**config.mk**
```make
export PLATFORM = sky130hd
export DESIGN_NAME = escalonador_tx_pt2262
export DESIGN_NICKNAME = d
export VERILOG_FILES = /design/src/rtl/pt2262_pkg.sv /design/src/rtl/arbitro_rr.sv /design/src/rtl/escalonador_tx_pt2262.sv
export SDC_FILE = /design/constraint.sdc
export NUM_CORES = 1
export LEC_CHECK = 0
export BUFFER_PORTS_ARGS = -buffer_cell sky130_fd_sc_hd__buf_2
export CAP_MARGIN = 40
export CORE_ASPECT_RATIO = 1.5
export CORE_MARGIN = 2
export CORE_UTILIZATION = 32
export DETAILED_ROUTE_END_ITERATION = 16
export GPL_ROUTABILITY_DRIVEN = 0
export SYNTH_ARGS = -nofsm -noshare
export SYNTH_HDL_FRONTEND = slang
export SYNTH_SLANG_ARGS = --single-unit
```
**constraint.sdc**
```tcl
create_clock -name i_clk -period 2.2 [get_ports i_clk]
set_clock_uncertainty 0.1 [all_clocks]
set_input_delay 0.55 -clock i_clk [delete_from_list [all_inputs] [get_ports i_clk]]
set_output_delay 0.55 -clock i_clk [all_outputs]
set_load 0.005 [all_outputs]
```
**src/rtl/pt2262_pkg.sv**
```systemverilog
// Shared types and widths for the PT2262 transmit path (scheduler, encoder, decoder).
package pt2262_pkg;
  localparam int ADDR_W = 8;
  localparam int DATA_W = 4;

  typedef enum logic [2:0] {
    IDLE,
    ARB,
    LOAD,
    START,
    WAIT_BUSY,
    WAIT_DONE,
    RELEASE,
    GAP
  } state_t;
endpackage

```
**src/rtl/arbitro_rr.sv**
```systemverilog
// Combinational round-robin pick: first set request at or after the pointer, wrapping.
module arbitro_rr #(
  parameter int N_REQ = 4,
  parameter int IDX_W = 2
) (
  input  logic [N_REQ-1:0] i_req,
  input  logic [IDX_W-1:0] i_ptr,
  output logic [N_REQ-1:0] o_onehot,
  output logic [IDX_W-1:0] o_idx,
  output logic             o_valid
);

  int w_j;

  // Walk from the farthest offset down so the nearest hit is written last and wins.
  always_comb begin
    o_onehot = '0;
    o_idx    = '0;
    o_valid  = 1'b0;
    w_j      = 0;
    for (int k = N_REQ - 1; k >= 0; k--) begin
      w_j = (int'(i_ptr) + k) % N_REQ;
      if (i_req[IDX_W'(w_j)]) begin
        o_onehot               = '0;
        o_onehot[IDX_W'(w_j)]  = 1'b1;
        o_idx                  = IDX_W'(w_j);
        o_valid                = 1'b1;
      end
    end
  end

endmodule

```
**src/rtl/escalonador_tx_pt2262.sv**
```systemverilog
// Round-robin scheduler sharing one PT2262 encoder; sends N_REP frames per grant.
// state     | meaning
// IDLE      | wait for any request
// ARB       | round-robin pick, register grant
// LOAD      | latch winner address/data
// START     | issue one enc_start pulse
// WAIT_BUSY | wait for encoder busy, with timeout
// WAIT_DONE | wait for busy to fall, count frame
// RELEASE   | done pulse, drop grant, advance pointer
// GAP       | guard idle time before next arbitration
module escalonador_tx_pt2262
  import pt2262_pkg::*;
#(
  parameter int N_REQ   = 4,
  parameter int N_REP   = 4,
  parameter int GAP_CYC = 64,
  parameter int TO_CYC  = 255
) (
  input  logic                    i_clk,
  input  logic                    i_rst_n,
  input  logic [N_REQ-1:0]        i_req,
  input  logic [ADDR_W*N_REQ-1:0] i_req_a,
  input  logic [DATA_W*N_REQ-1:0] i_req_d,
  output logic [N_REQ-1:0]        o_gnt,
  output logic [N_REQ-1:0]        o_done,
  output logic                    o_err,
  output logic [ADDR_W-1:0]       o_enc_a,
  output logic [DATA_W-1:0]       o_enc_d,
  output logic                    o_enc_start,
  input  logic                    i_enc_busy,
  output logic                    o_tx_en
);

  localparam int IDX_W = $clog2(N_REQ);
  localparam int REP_W = $clog2(N_REP + 1);
  localparam int GAP_W = $clog2(GAP_CYC + 1);
  localparam int TO_W  = $clog2(TO_CYC + 1);

  state_t             r_state, w_state_nxt;
  logic [N_REQ-1:0]   r_gnt, r_done;
  logic [IDX_W-1:0]   r_win, r_ptr;
  logic [REP_W-1:0]   r_rep_cnt, w_rep_nxt;
  logic [GAP_W-1:0]   r_gap_cnt, w_gap_nxt;
  logic [TO_W-1:0]    r_to_cnt, w_to_nxt;
  logic [ADDR_W-1:0]  r_enc_a;
  logic [DATA_W-1:0]  r_enc_d;
  logic               r_err, r_enc_start, r_tx_en;
  logic               w_timeout, w_frame_end;
  logic [N_REQ-1:0]   w_arb_onehot;
  logic [IDX_W-1:0]   w_arb_idx;
  logic               w_arb_valid;

  arbitro_rr #(.N_REQ(N_REQ), .IDX_W(IDX_W)) u_arb (
    .i_req    (i_req),
    .i_ptr    (r_ptr),
    .o_onehot (w_arb_onehot),
    .o_idx    (w_arb_idx),
    .o_valid  (w_arb_valid)
  );

  always_ff @(posedge i_clk or negedge i_rst_n) begin
    if (!i_rst_n) r_state <= IDLE;
    else          r_state <= w_state_nxt;
  end

  always_comb begin
    w_state_nxt = r_state;
    w_to_nxt    = (r_to_cnt  == TO_W'(TO_CYC))   ? r_to_cnt  : r_to_cnt  + TO_W'(1);
    w_rep_nxt   = (r_rep_cnt == REP_W'(N_REP))   ? r_rep_cnt : r_rep_cnt + REP_W'(1);
    w_gap_nxt   = (r_gap_cnt == GAP_W'(GAP_CYC)) ? r_gap_cnt : r_gap_cnt + GAP_W'(1);
    w_timeout   = 1'b0;
    w_frame_end = 1'b0;
    case (r_state)
      IDLE:      if (|i_req) w_state_nxt = ARB;
      ARB:       w_state_nxt = w_arb_valid ? LOAD : IDLE;
      LOAD:      w_state_nxt = START;
      START:     w_state_nxt = WAIT_BUSY;
      WAIT_BUSY: begin
        if (i_enc_busy) begin
          w_state_nxt = WAIT_DONE;
        end else if (w_to_nxt == TO_W'(TO_CYC)) begin
          w_timeout   = 1'b1;
          w_state_nxt = RELEASE;
        end
      end
      // Entered only with busy high, so busy low here is the falling edge.
      WAIT_DONE: begin
        if (!i_enc_busy) begin
          w_frame_end = 1'b1;
          w_state_nxt = (w_rep_nxt == REP_W'(N_REP)) ? RELEASE : START;
        end
      end
      RELEASE:   w_state_nxt = GAP;
      GAP:       if (w_gap_nxt == GAP_W'(GAP_CYC)) w_state_nxt = IDLE;
      default:   w_state_nxt = IDLE;
    endcase
  end

  always_ff @(posedge i_clk or negedge i_rst_n) begin
    if (!i_rst_n) begin
      r_gnt       <= '0;
      r_done      <= '0;
      r_err       <= 1'b0;
      r_enc_start <= 1'b0;
      r_tx_en     <= 1'b0;
      r_enc_a     <= '0;
      r_enc_d     <= '0;
      r_win       <= '0;
      r_ptr       <= '0;
      r_rep_cnt   <= '0;
      r_gap_cnt   <= '0;
      r_to_cnt    <= '0;
    end else begin
      r_done      <= '0;
      r_err       <= 1'b0;
      r_enc_start <= 1'b0;
      case (r_state)
        ARB: begin
          if (w_arb_valid) begin
            r_gnt   <= w_arb_onehot;
            r_win   <= w_arb_idx;
            r_tx_en <= 1'b1;
          end
        end
        LOAD: begin
          r_enc_a <= i_req_a[ADDR_W*int'(r_win) +: ADDR_W];
          r_enc_d <= i_req_d[DATA_W*int'(r_win) +: DATA_W];
        end
        START: begin
          r_enc_start <= 1'b1;
          r_to_cnt    <= '0;
        end
        WAIT_BUSY: begin
          r_to_cnt <= w_to_nxt;
          r_err    <= w_timeout;
        end
        WAIT_DONE: if (w_frame_end) r_rep_cnt <= w_rep_nxt;
        RELEASE: begin
          r_done    <= r_gnt;
          r_gnt     <= '0;
          r_tx_en   <= 1'b0;
          r_ptr     <= (r_win == IDX_W'(N_REQ - 1)) ? '0 : r_win + IDX_W'(1);
          r_rep_cnt <= '0;
          r_gap_cnt <= '0;
        end
        GAP:     r_gap_cnt <= w_gap_nxt;
        default: ;
      endcase
    end
  end

  assign o_gnt       = r_gnt;
  assign o_done      = r_done;
  assign o_err       = r_err;
  assign o_enc_a     = r_enc_a;
  assign o_enc_d     = r_enc_d;
  assign o_enc_start = r_enc_start;
  assign o_tx_en     = r_tx_en;

endmodule

```
==> results_dict.tcl <==
set metrics [dict create \
    dp.final_hpwl_um 6200 \
    worst_pin_slew_ns 0.596 \
    status "completed" \
    synthCells 318 \
    syn_area_um2 3140 \
    finalNetCount 481 \
    critical_path_arrival_ns 2.23 \
    crit_required_ns 2.27 \
    hold_path.class "input port to async pin" \
    critPathCaptureType "flop" \
    synth_edf_count 0 \
    synth_nets 386 \
    clkPwrFrac_pct 17.2 \
    crit_path_start_kind "flop" \
    max_freq_mhz 463 \
    io-pin-count 78 \
    setup-tns-final_ns 0 \
    final_util_pct 41.7 \
    grt_pass1_wl_um 13500 \
    placed_cells 518 \
    dieWidth_um 84.9 \
    worstReg2RegStart "r_gap_cnt[3]" \
    crit_chain "or2_4, nor4_4, a31o_2, o2bb2ai_1, or4_1, o31a_1" \
    layout-drive-gt1-share_pct 37.2 \
    p_sw_mw 1.78 \
    rsz0062_at_grt "yes" \
    initial_core_util_pct 32.6 \
    dr.pass1.iters 4 \
    clk_latency_ns 0.29 \
    reg2regPathDepth 6 \
    cts.reportedPaths.clkPinSlew_ns 0.07 \
    clockBufferDepth 2 \
    synth-seq-cells 48 \
    hold_viol 0 \
    fp.dieArea_um2 10700 \
    rr_endpoint "r_state[1]" \
    syn2layout_area_growth_pct 27.9 \
    antenna_cells 0 \
    timing.final.crit_share_pct 98.2 \
    drcViolationCount 0 \
    peakVddDrop_uv 600 \
    grt_antenna_before_repair 0 \
    p_per_area_nw_per_um2 1150 \
    cts-root-buf "clkbuf_16" \
    crit_type "flop to flop" \
    grt-ovfl-total 0 \
    cts_sinks 48 \
    via_per_inst 5.34 \
    slew_headroom_pct 60.3 \
    grt_use_met1_pct 16.9 \
    max_cap_viol_count 0 \
    setup_viol 0 \
    htree_levels 2 \
    cts_tree "done" \
    leakagePower_nw 1.78 \
    seqPwrFrac_pct 30.3 \
    synthArstFlopShare_pct 100 \
    ctsHoldBuffers 0 \
    grt.met3_usage_pct 2.71 \
    synth_ff_type "dfrtp_1" \
    final_cells 529 \
    ys_types 52 \
    top_usage_layer "met2" \
    drtIter0Drc 201 \
    slowest_stage "or4_1" \
    fin_ws_ns 0.0405 \
    cts_buffers 5 \
    min_period_ns 2.16 \
    regToRegSetupSlack_ns 0.04 \
    ys_seq_area_share_pct 38.2 \
    intPower_mw 2.84 \
    wl_um 8080 \
    ant_nets 0 \
    syn_area_per_cell_um2 9.89 \
    power_frac_comb_pct 52.5 \
    dieHeight_um 125 \
    wl_per_cell_um 15.3 \
    grt_max_degree 49 \
    design.core.area_um2 9630 \
    startpoint "r_gap_cnt[3]" \
    row_count 44 \
    netSwitchingFraction_pct 38.5 \
    route.vias.total 2826 \
    grt.total_usage_pct 15.7 \
    io_buffers 77 \
    slowest_delay_ns 0.52 \
    slew_viol_final 0 \
    grt_pass1_vias 2911 \
    whs_ns 0.120 \
    yosys_warnings 0 \
    crit_fanout 7 \
    place_ws_ns -0.0434 \
    grt.met2_usage_pct 29.1 \
    nFillCells 933 \
]
## layer usage
| metal | share of wire, % | vias to the layer above |
|---|---|---|
| li1 | - | 1366 |
| met1 | 38 | 1382 |
| met2 | 55 | 61 |
| met3 | 3.5 | 17 |
| met4 | 3.3 | 0 |
| met5 | 0 | - |
## final cells by class
class	count	area [um^2]	area share [%]
sequential	48	1200	29.9
tap	115	144	3.58
clock inverter	1	7.51	0.187
inverter	11	41.3	1.03
timing repair buffer	104	604	15.0
multi-input combinational	243	1880	46.7
clock buffer	7	143	3.55
## synthesized netlist by cell type (2+ instances only)
library cell	instances	share of area, %
dfrtp_1	48	38
o21ai_0	27	4.3
nand2_1	24	2.9
nor2_1	20	2.4
a21oi_1	19	3.0
mux2_2	15	5.4
nand3_1	15	2.4
ha_1	13	5.2
mux4_2	13	9.3
nand2b_1	12	2.4
inv_1	11	1.3
clkbuf_1	10	1.2
a31oi_1	8	1.6
nor3_1	8	1.3
and3_1	7	1.4
buf_2	5	0.80
mux2i_1	5	1.6
nor2b_1	4	0.80
or3_1	4	0.80
xnor2_1	4	1.1
nor4_1	3	0.60
or4_1	3	0.72
a211oi_1	2	0.48
a222oi_1	2	0.64
a31o_1	2	0.56
a32o_1	2	0.64
nor3b_1	2	0.48
o21ai_1	2	0.32
o22ai_1	2	0.40
o41ai_1	2	0.56
or2_2	2	0.40
xor2_1	2	0.56
## per-stage QoR
step                cell area [um^2]  power (mW)
floorplan                       3160        2.97
global placement                3800        3.72
detailed placement              3800        3.78
CTS                             3960        4.58
global route                    4020        4.98
finish                          4020        4.61
## what timing repair did
action / in CTS / in global routing
gates resized for setup: 1 / 10
pin swaps: 0 / 5
buffers inserted: 0 / 3
endpoints found under the setup margin: 1 / 7
## cell usage in the layout, fill, tap and decap left out, types with 3 or more instances in the layout
| master | count |
|---|---|
| and3_1 | 7 |
| mux2i_1 | 5 |
| nand2_1 | 24 |
| nor2_1 | 20 |
| nor3_1 | 8 |
| nand2b_1 | 12 |
| or3_1 | 4 |
| nor2b_1 | 4 |
| mux4_2 | 13 |
| ha_1 | 11 |
| inv_1 | 11 |
| clkbuf_16 | 5 |
| buf_2 | 77 |
| o21ai_1 | 3 |
| dfrtp_1 | 47 |
| buf_4 | 25 |
| nor4_1 | 3 |
| xnor2_1 | 4 |
| a21oi_1 | 19 |
| mux2_2 | 15 |
| o21ai_0 | 26 |
| or4_1 | 3 |
| nand3_1 | 14 |
| a31oi_1 | 8 |
## cells by family (layout without fill, tap and decap cells)
group | after synthesis | after routing | share of synthesized area (%)
xor+xnor | 6 | 6 | 1.67
flops | 48 | 48 | 38.2
compound gates | 79 | 79 | 15.9
fa+ha+maj | 13 | 13 | 5.17
mux | 34 | 34 | 16.7
buf+inv | 27 | 123 | 3.66
simple gates | 111 | 111 | 18.7
## critical path: cells and delay by family (launching register included)
family,cells,cell delay (ns)
flip-flops,1,0.46
AND/OR/NAND/NOR,3,1.07
AO/OA/AOI/OAI,3,0.41
## worst max path at each step
| stage | end | slack, ns |
|---|---|---|
| final | r_state[1] | 0.04 |
| after global placement | o_err | -0.06 |
| after detailed placement | o_err | -0.04 |
| after floorplan | o_gnt[0] | 0.04 |
| after global routing | r_state[2] | -0.08 |
| after CTS | o_err | 0.002 |
## power groups by stage
stage               sequential (mW)  clock, mW  combinational [mW]
finish                         1.40      0.791                2.42
global route                   1.44      0.843                2.69
CTS                            1.40      0.805                2.38
detailed placement             1.41          0                2.37
global placement               1.40          0                2.32
floorplan                      1.36          0                1.60
## state kept, by name, summed over array words and instances, names as in the netlist
register and cells:
o_done 4, o_enc_a 8, o_enc_d 4, o_enc_start 1, o_err 1, o_gnt 4, o_tx_en 1, r_gap_cnt 7
r_ptr 2, r_rep_cnt 3, r_state 3, r_to_cnt 8, r_win 2
(Power assumes the default switching activity.)
